$ cat src/rtl/alu_arb_ctrl.sv
// rtl/alu_arb_ctrl.sv - two-requester round-robin front end for a shared combinational ALU
module alu_arb_ctrl #(
  parameter int W = 32
) (
  input  logic         clk,
  input  logic         rst_n,
  input  logic         req0_valid,
  output logic         req0_ready,
  input  logic [5:0]   req0_op,
  input  logic [W-1:0] req0_a,
  input  logic [W-1:0] req0_b,
  input  logic         req1_valid,
  output logic         req1_ready,
  input  logic [5:0]   req1_op,
  input  logic [W-1:0] req1_a,
  input  logic [W-1:0] req1_b,
  output logic         rsp_valid,
  input  logic         rsp_ready,
  output logic         rsp_id,
  output logic [W-1:0] rsp_data,
  output logic         rsp_err,
  output logic [5:0]   alu_signal,
  output logic [W-1:0] alu_a,
  output logic [W-1:0] alu_b,
  input  logic [W-1:0] alu_result
);

  localparam logic [1:0] ST_IDLE = 2'd0;
  localparam logic [1:0] ST_EXEC = 2'd1;
  localparam logic [1:0] ST_RESP = 2'd2;

  logic [1:0]   state_q, state_d;
  logic         ptr_q, ptr_d;
  logic [5:0]   op_q, op_d;
  logic [W-1:0] a_q, a_d;
  logic [W-1:0] b_q, b_d;
  logic         id_q, id_d;
  logic [W-1:0] data_q, data_d;
  logic         err_q, err_d;

  logic         grant0, grant1;
  logic [5:0]   sel_op;
  logic [W-1:0] sel_a, sel_b;

  function automatic logic op_legal(input logic [5:0] op);
    case (op)
      6'b100100, 6'b100101, 6'b100000,
      6'b100010, 6'b101010, 6'b000010: op_legal = 1'b1;
      default:                          op_legal = 1'b0;
    endcase
  endfunction

  // Grants are gated by rst_n so ready stays low while reset is held.
  always_comb begin
    grant0 = 1'b0;
    grant1 = 1'b0;
    if (rst_n && (state_q == ST_IDLE)) begin
      if (req0_valid && (!req1_valid || !ptr_q)) begin
        grant0 = 1'b1;
      end else if (req1_valid) begin
        grant1 = 1'b1;
      end
    end
  end

  assign sel_op = grant1 ? req1_op : req0_op;
  assign sel_a  = grant1 ? req1_a  : req0_a;
  assign sel_b  = grant1 ? req1_b  : req0_b;

  always_comb begin
    state_d = state_q;
    ptr_d   = ptr_q;
    op_d    = op_q;
    a_d     = a_q;
    b_d     = b_q;
    id_d    = id_q;
    data_d  = data_q;
    err_d   = err_q;
    case (state_q)
      ST_IDLE: begin
        if (grant0 || grant1) begin
          op_d = sel_op;
          a_d  = sel_a;
          b_d  = sel_b;
          id_d = grant1;
          if (op_legal(sel_op)) begin
            state_d = ST_EXEC;
          end else begin
            state_d = ST_RESP;
            data_d  = '0;
            err_d   = 1'b1;
          end
        end
      end
      ST_EXEC: begin
        data_d  = alu_result;
        err_d   = 1'b0;
        state_d = ST_RESP;
      end
      ST_RESP: begin
        // Priority flips only once the granted response is consumed.
        if (rsp_ready) begin
          state_d = ST_IDLE;
          ptr_d   = ~id_q;
        end
      end
      default: state_d = ST_IDLE;
    endcase
  end

  always_ff @(posedge clk or negedge rst_n) begin
    if (!rst_n) begin
      state_q <= ST_IDLE;
      ptr_q   <= 1'b0;
      op_q    <= '0;
      a_q     <= '0;
      b_q     <= '0;
      id_q    <= 1'b0;
      data_q  <= '0;
      err_q   <= 1'b0;
    end else begin
      state_q <= state_d;
      ptr_q   <= ptr_d;
      op_q    <= op_d;
      a_q     <= a_d;
      b_q     <= b_d;
      id_q    <= id_d;
      data_q  <= data_d;
      err_q   <= err_d;
    end
  end

  assign req0_ready = grant0;
  assign req1_ready = grant1;
  assign rsp_valid  = (state_q == ST_RESP);
  assign rsp_id     = id_q;
  assign rsp_data   = data_q;
  assign rsp_err    = err_q;
  assign alu_signal = op_q;
  assign alu_a      = a_q;
  assign alu_b      = b_q;

endmodule

$ cat config.mk
export PLATFORM = sky130hd
export DESIGN_NAME = alu_arb_ctrl
export DESIGN_NICKNAME = d
export VERILOG_FILES = /design/src/rtl/alu_arb_ctrl.sv
export SDC_FILE = /design/constraint.sdc
export NUM_CORES = 1
export LEC_CHECK = 0
export CAP_MARGIN = 10
export CELL_PAD_IN_SITES_DETAIL_PLACEMENT = 0
export CELL_PAD_IN_SITES_GLOBAL_PLACEMENT = 2
export CORE_AREA = 2 2 149 151
export DETAILED_ROUTE_END_ITERATION = 8
export DIE_AREA = 0 0 151 153
export MAX_ROUTING_LAYER = met4
export PLACE_DENSITY_LB_ADDON = 0.1
export SLEW_MARGIN = 10
export SYNTH_ARGS = -nofsm -noshare
export SYNTH_HDL_FRONTEND = slang
export SYNTH_SLANG_ARGS = --single-unit
$ cat constraint.sdc
create_clock -name clk -period 5 [get_ports clk]
set_input_delay 1.25 -clock clk [delete_from_list [all_inputs] [get_ports clk]]
set_output_delay 1.25 -clock clk [all_outputs]
set_load 0.02 [all_outputs]
# == Yosys cells after proc, flatten, opt, wreduce, memory -nomap -nowiden ==
# Index checks and enable logic that the tools add are counted.
# Widths: inputs -> output; s select.
# totals
register_bits,107
word_cells,54
# classes
eq_ne,11
n_mux,21
n_bitwise,1
n_reduce_logical,13
# ops
op,count
$mux 32,4
$pmux 32 s2,1
$eq 6x6->1 const B,5
$mux 1,10
$eq 6x2->1 const B,1
$mux 2,3
$mux 6,1
$pmux 2 s3,1
$reduce_and 2->1,3
$reduce_or 6->1,1
$ne 2x1->1 const B,2
$reduce_and 3->1,1
$eq 2x1->1 const B,1
$eq 2x2->1 const B,1
$logic_and 1x1->1,2
$logic_not 1->1,2
$logic_not 2->1,1
$logic_or 1x1->1,2
$ne 2x2->1 const B,1
$pmux 1 s2,1
$reduce_bool 2->1,1
$not 1->1,1

# == Longest topological paths before layout ==
# logic_depth
ltp_word,14
mapped_depth,7

# == Worst setup path before layout ==
# No wires, ideal clock.
# synth_path
kind,input-to-output
startpoint,in rst_n
endpoint,out req1_ready
arrival_ns,2.080
path_slack_ns,1.670
path_stages,5
path_buffers,2
path_cell_list,nor3b_2 > nand3_1 > buf_2 > inv_2 > buf_2
# synth_between
elab_chain_len,2
# synth_rtl
element,line_no,text
from (decl),6,"input logic rst_n,"
$logic_and 1x1->1,57,if (rst_n && (state_q == ST_IDLE)) begin
$mux 1,57,
to (decl),13,"output logic req1_ready,"
# No other way between the ends.

# == Worst setup path after layout ==
# layout_path
startpoint,in req0_valid
endpoint,out req1_ready
# layout_between
elab_chain_len,3
# layout_rtl
element,line_no,text
from (decl),7,"input logic req0_valid,"
$logic_and 1x1->1,58,if (req0_valid && (!req1_valid || !ptr_q)) begin
$mux 1,58,
$mux 1,57,
# No other way between the ends.

==> qor.yml <==
gp_congestion: 0.757
synth.most_common_cell: "nand2_1"
drc: 0
internal_power_w: 0.00246
cts_hold_buf: 0
clk_latency_ps: 360
pwr-share-seq_pct: 34.3
finalInstanceArea_sq_um: 8010
ant_nets: 0
syn_inst: 493
path_class: "input port to output pin"
grt_max_degree: 87
cts_htree_levels: 3
die_area_sq_um: 23100
synthTopCellsByArea: "dfrtp_1, nand2_1, a31oi_1, nor2_1, a22o_1"
yosysSeqAreaShare_pct: 57.9
p_per_area_nw_per_um2: 494
critPathRequiredTime_ps: 3750
yosysTopAreaCell: "dfrtp_1"
worst_pin_slew_ps: 936
dp_hpwl_um: 12000
clockBufferDepth: 2
post_cts_buffers: 0
hold_slack_ps: 506
wire_per_inst_um: 16.5
grt_usage_pct: 15.5
ys_ff_latch: 107
synthArstFlopShare_pct: 100
grt_pass1_vias: 4791
grt_first_pass_wirelength_um: 26800
cts.sinks: 107
synth.top_cell.area_share_pct: 57.9
ioPinCount: 284
die_y_um: 153
totalWireLength_um: 17100
post-route-period-util_pct: 79.1
ir_drop_mv: 0.171
postSynthAreaPerCell_sq_um: 9.38
cts.repair.resized: 0
detail_route.iter0.violations: 164
p_switching_w: 0.00150
numCtsBuffers: 9
fillers: 2189
start_util_pct: 21.5
root_buffer: "clkbuf_16"
p_comb_share_pct: 46.5
io_buffers: 283
arrival_ps: 2710
first_pass_iters: 4
cts_tree: "done"
setup_viol: 0
maxCapViolations: 0
hp-class: "register to register"
netlist_area_sq_um: 4630
leakagePower_nw: 3.29
synth_edf_count: 0
start_kind: "input port"
synth_cell_types: 26
hold_viol: 0
slew_headroom_pct: 37.6
clk_pin_slew_ps: 80
vias: 4528
fin_nets: 933
fin_skew_ps: 11.7
outcome: "complete, no violations"
postPlaceCellArea_sq_um: 7700
via_per_inst: 4.35
p_sw_share_pct: 37.9
synthesis.nets: 670
fin_setup_tns_ps: 0
fmax_mhz: 253
antenna_found_initial: 0
coreArea_sq_um: 21500
grt-ovfl-total: 0
rsz0062_at_grt: "false"
die_w_um: 151
setup_slack_ps: 1040
drive_gt1_share_pct: 4.99
pre_cts_ws_ps: 1040
power.share.clock_pct: 19.2
end_kind: "output pin"
slew_viol_final: 0
fin_crit_ps: 3960
fp-row-count: 54
area_growth_pct: 73.2
yosys-top-cells-count: "nand2_1, dfrtp_1, a31oi_1, nor2_1, a22o_1"
synthFlopType: "dfrtp_1"
crit_path_max_fanout: 5
synth-warning-count: 0
-- state kept, by name, summed over array words and instances (netlist names) --
register,cells
alu_b,32
alu_signal,6
rsp_err,1
rsp_id,1
alu_a,32
ptr_q,1
rsp_data,32
state_q,2
-- through the flow --
stage | power, W | util, % | std cells
6_report | 0.00396 | 37.3 | 1042
5_1_grt | 0.00423 | 37.3 | 1041
4_1_cts | 0.00403 | 37.3 | 1041
3_5_place_dp | 0.00325 | 35.8 | 1025
3_3_place_gp | 0.00323 | 35.8 | 1025
2_1_floorplan | 0.00227 | - | 493
-- critical path: stages --
cell and delay, ps:
clkdlybuf4s50_1 480, nand2b_1 150, nand3_4 90, inv_2 70, clkdlybuf4s50_1 670
-- power groups by stage --
stage / logic [W] / registers (W) / clock network (W)
3_3_place_gp: 0.00187 / 0.00136 / 0
3_5_place_dp: 0.00187 / 0.00138 / 0
2_1_floorplan: 0.000528 / 0.00175 / 0
4_1_cts: 0.00188 / 0.00136 / 0.000793
6_report: 0.00184 / 0.00136 / 0.000761
5_1_grt: 0.00199 / 0.00141 / 0.000831
-- area by class of cell --
type                    count  area [sq um]  share of cell area (%)
diodes                      1          2.50                  0.0312
clock buffers               9           225                    2.81
repair buffers            289          2890                    36.0
well taps                 280           350                    4.37
inverters                   5          18.8                   0.234
flip-flops and latches    107          2680                    33.4
multi-input cells         344          1770                    22.0
clock inverters             7          83.8                    1.05
-- logic make-up (layout without fill, tap and decap cells) --
logic type	Yosys count	count (layout)	share of synthesized area, %
mux	1	1	0.216
simple gates	226	226	19.4
flops	107	107	57.9
compound gates	117	117	18.1
buf+inv	42	310	4.41
other cells	0	1	0
-- routing by layer --
metal  vias up  wire (um)  share of wire, %  track usage (%)
met5         -          0                 0                -
met2       188       7540                44             23.4
li1       2219          -                 -                -
met3        20       1710                10             4.96
met1      2101       7550                44             19.6
met4         0        343               2.0             5.12
-- final timing paths --
| kind | startpoint | endpoint | slack [ps] | cells past startpoint |
|---|---|---|---|---|
| setup reg to reg | state_q[1]$_DFFE_PN0P_ | state_q[1]$_DFFE_PN0P_ | 2230 | 6 |
| setup / recovery | req0_valid | req1_ready | 1040 | 5 |
| hold reg to reg | rsp_id$_DFFE_PN0P_ | ptr_q$_DFFE_PN0P_ | 510 | 1 |
| hold / removal | rsp_id$_DFFE_PN0P_ | ptr_q$_DFFE_PN0P_ | 510 | 1 |
| max in group asynchronous | rst_n | alu_a[25]$_DFFE_PN0P_ | 2660 | 3 |
| min in group asynchronous | rst_n | alu_a[18]$_DFFE_PN0P_ | 1020 | 2 |
-- layout by cell type, fill, tap and decap left out, drive strengths merged --
cell type / netlist / layout
a21oi: 4 / 4
a2111oi: 1 / 1
clkbuf: 15 / 9
or4b: 1 / 1
inv: 5 / 8
clkinv: 0 / 2
dfrtp: 107 / 107
and3: 2 / 2
a31oi: 72 / 72
o21ai: 4 / 4
a22oi: 1 / 1
bufinv: 0 / 1
mux2i: 1 / 1
nand2b: 3 / 3
nand3: 1 / 1
nor3b: 3 / 3
nand2: 144 / 144
clkdlybuf4s50: 0 / 282
clkinvlp: 0 / 1
a22o: 32 / 32
nor2: 71 / 71
a21boi: 1 / 1
o2bb2ai: 1 / 1
o21a: 1 / 1
buf: 22 / 7
diode: 0 / 1
and2: 1 / 1
Note: power is estimated with default switching activity, not from simulation.
==> variant, RTL diff (same flow settings) <==
Change the parameter `W` from 32 to 48.
--- a/src/rtl/alu_arb_ctrl.sv
+++ b/src/rtl/alu_arb_ctrl.sv
@@ -1,6 +1,6 @@
 // rtl/alu_arb_ctrl.sv - two-requester round-robin front end for a shared combinational ALU
 module alu_arb_ctrl #(
-  parameter int W = 32
+  parameter int W = 48
 ) (
   input  logic         clk,
   input  logic         rst_n,
Ports: changed (8 resized); port bits go from 284 to 412. No check against the original RTL was run, so the function may have changed too.
==> variant against the unedited design <==
  * Non-clock buffer count up 132
  * Worst setup slack worse by 0.098 ns
  * Total power up 26%
  * Global-route usage up 7.7 points
  * Sequential cell count up 48
  * Design area up 50%
  * Core utilization up 19 points
  * Fmax down 2.4%
  * Synthesized area up 53%
  * First-iteration DRC count up 120%
  * Critical endpoint unchanged
  * Routed wire length up 55%
==> variant: results <==
metrics = {
    "setup_path": {
        "rr_endpoint": "rsp_data[13]",
        "r2r_slack_ns": 1.99,
        "worstPathMaxFanout": 10,
        "crit_path_end": "req1_ready",
        "r2r_cells": 7,
        "cp_top_family": "buffers and inverters",
        "crit_start": "req1_valid",
        "slowest_delay_ns": 0.65,
        "critPathSlowestCell": "clkdlybuf4s50_1",
        "r2r-start": "state_q[0]",
    },
    "power_and_ir_drop": {
        "ir_drop_uv": 226,
        "p_leak_nw": 4.83,
        "p_switching_mw": 1.71,
    },
    "clocking": {
        "cts_htree_levels": 4,
        "ctsResizeCount": 0,
        "cts_root_buf": "clkbuf_16",
        "path_clk_slew_ns": 0.06,
        "cts_setup_buffers": 0,
        "cts_made_buffers": 17,
        "clk_path_buf_depth": 2,
        "clock_latency_ns": 0.43,
    },
    "placement": {
        "dp.final_hpwl_um": 18800,
        "io_buffers": 411,
        "gp_congestion": 0.795,
    },
    "hold_path": {
        "hold_end": "alu_signal[1]",
        "min-delay-start": "alu_signal[1]",
        "min-delay-path-class": "flip-flop to flip-flop",
        "worstHoldPathCells": 2,
    },
    "yosys": {
        "synthTopCellsByArea": "dfrtp_1 55%, nand2_1 11%, a31oi_1 8.7%",
        "ys_types": 30,
        "yosysSeqAreaShare_pct": 54.8,
        "synthArstFlopShare_pct": 100,
        "synth_top_cells_by_count": "202 x nand2_1, 155 x dfrtp_1, 101 x nor2_1, 98 x a31oi_1, 49 x nand2b_1",
        "yosysMostFrequentCell": "nand2_1",
        "yosysWarnings": 0,
        "postSynthAreaPerCell_um2": 8.81,
        "synth_ff_type": "dfrtp_1",
        "ys_ff_latch": 155,
        "synth_nets": 1060,
    },
    "sta": {
        "max_slew_margin_pct": 23.1,
        "fin_skew_ns": 0.00706,
    },
    "route": {
        "first_iter_violations": 363,
        "drtPass1Iterations": 4,
        "num_vias": 7080,
        "wirelength_um": 26600,
        "wl_per_cell_um": 18.0,
    },
    "grt": {
        "grt_pass1_wl_um": 39300,
        "grtUsageTotal_pct": 23.2,
        "grt_pass1_vias": 6810,
        "antenna_found_initial": 4,
        "grt_max_degree": 156,
    },
    "final_layout": {
        "nNetsFinal": 1435,
        "drive_above_1_share_pct": 4.28,
        "fill_cells": 1986,
    },
    "outcome": {
        "outcome": "complete, no violations",
    },
}
-- variant: changes by cell type after synthesis, sizes merged, moves of 5 or more --
cell    before  now
nand2b       3   49
o21ai        4   54
dfrtp      107  155
nand2      144  202
inv          5   10
nor2        71  102
a31oi       72   98
buf         22   31
a22o        32    0
a22oi        1   48
clkbuf      15   34
-- variant: logic make-up (layout without fill, tap and decap cells) --
| logic type | Yosys count | count (layout) | synth area share (%) |
|---|---|---|---|
| muxes | 3 | 3 | 0.424 |
| AOI/OAI and AO/OA | 212 | 212 | 19.0 |
| DFF | 155 | 155 | 54.8 |
| and+or+nand+nor | 358 | 358 | 21.1 |
| buffers and inverters | 75 | 463 | 4.65 |
| other | 0 | 4 | 0 |
-- variant: final cells by class --
cell class              instances  area share (%)
multi-input cells             573            24.2
repair buffers                421            35.0
diodes                          4          0.0835
clock inverters                15            1.59
inverters                      10           0.313
clock buffers                  17            3.55
flip-flops and latches        155            32.3
well taps                     280            2.92
-- variant: power by group through the flow --
stage,combinational (mW),clock [mW],sequential (mW)
finish,1.87,1.37,1.75
global route,2.01,1.45,1.79
CTS,1.89,1.40,1.75
detailed placement,1.89,0,1.77
global placement,1.90,0,1.75
floorplan,0.484,0,2.13
-- variant: metal layers --
layer / global-route usage, % / vias to the layer above / wire [um]
li1: - / 3490 / -
met5: - / - / 0
met3: 8.24 / 38 / 2490
met2: 37.6 / 268 / 12800
met4: 8.63 / 0 / 777
met1: 26.2 / 3284 / 10500
-- variant: metrics by stage --
stage	cell area (um^2)	hold slack (ns)	worst slack (ns)
6_report	12000	0.482	0.946
5_1_grt	12000	0.510	0.863
4_1_cts	12000	0.485	0.931
3_5_place_dp	11400	0.470	0.943
3_3_place_gp	11400	0.469	0.943
2_1_floorplan	7080	0.528	1.73
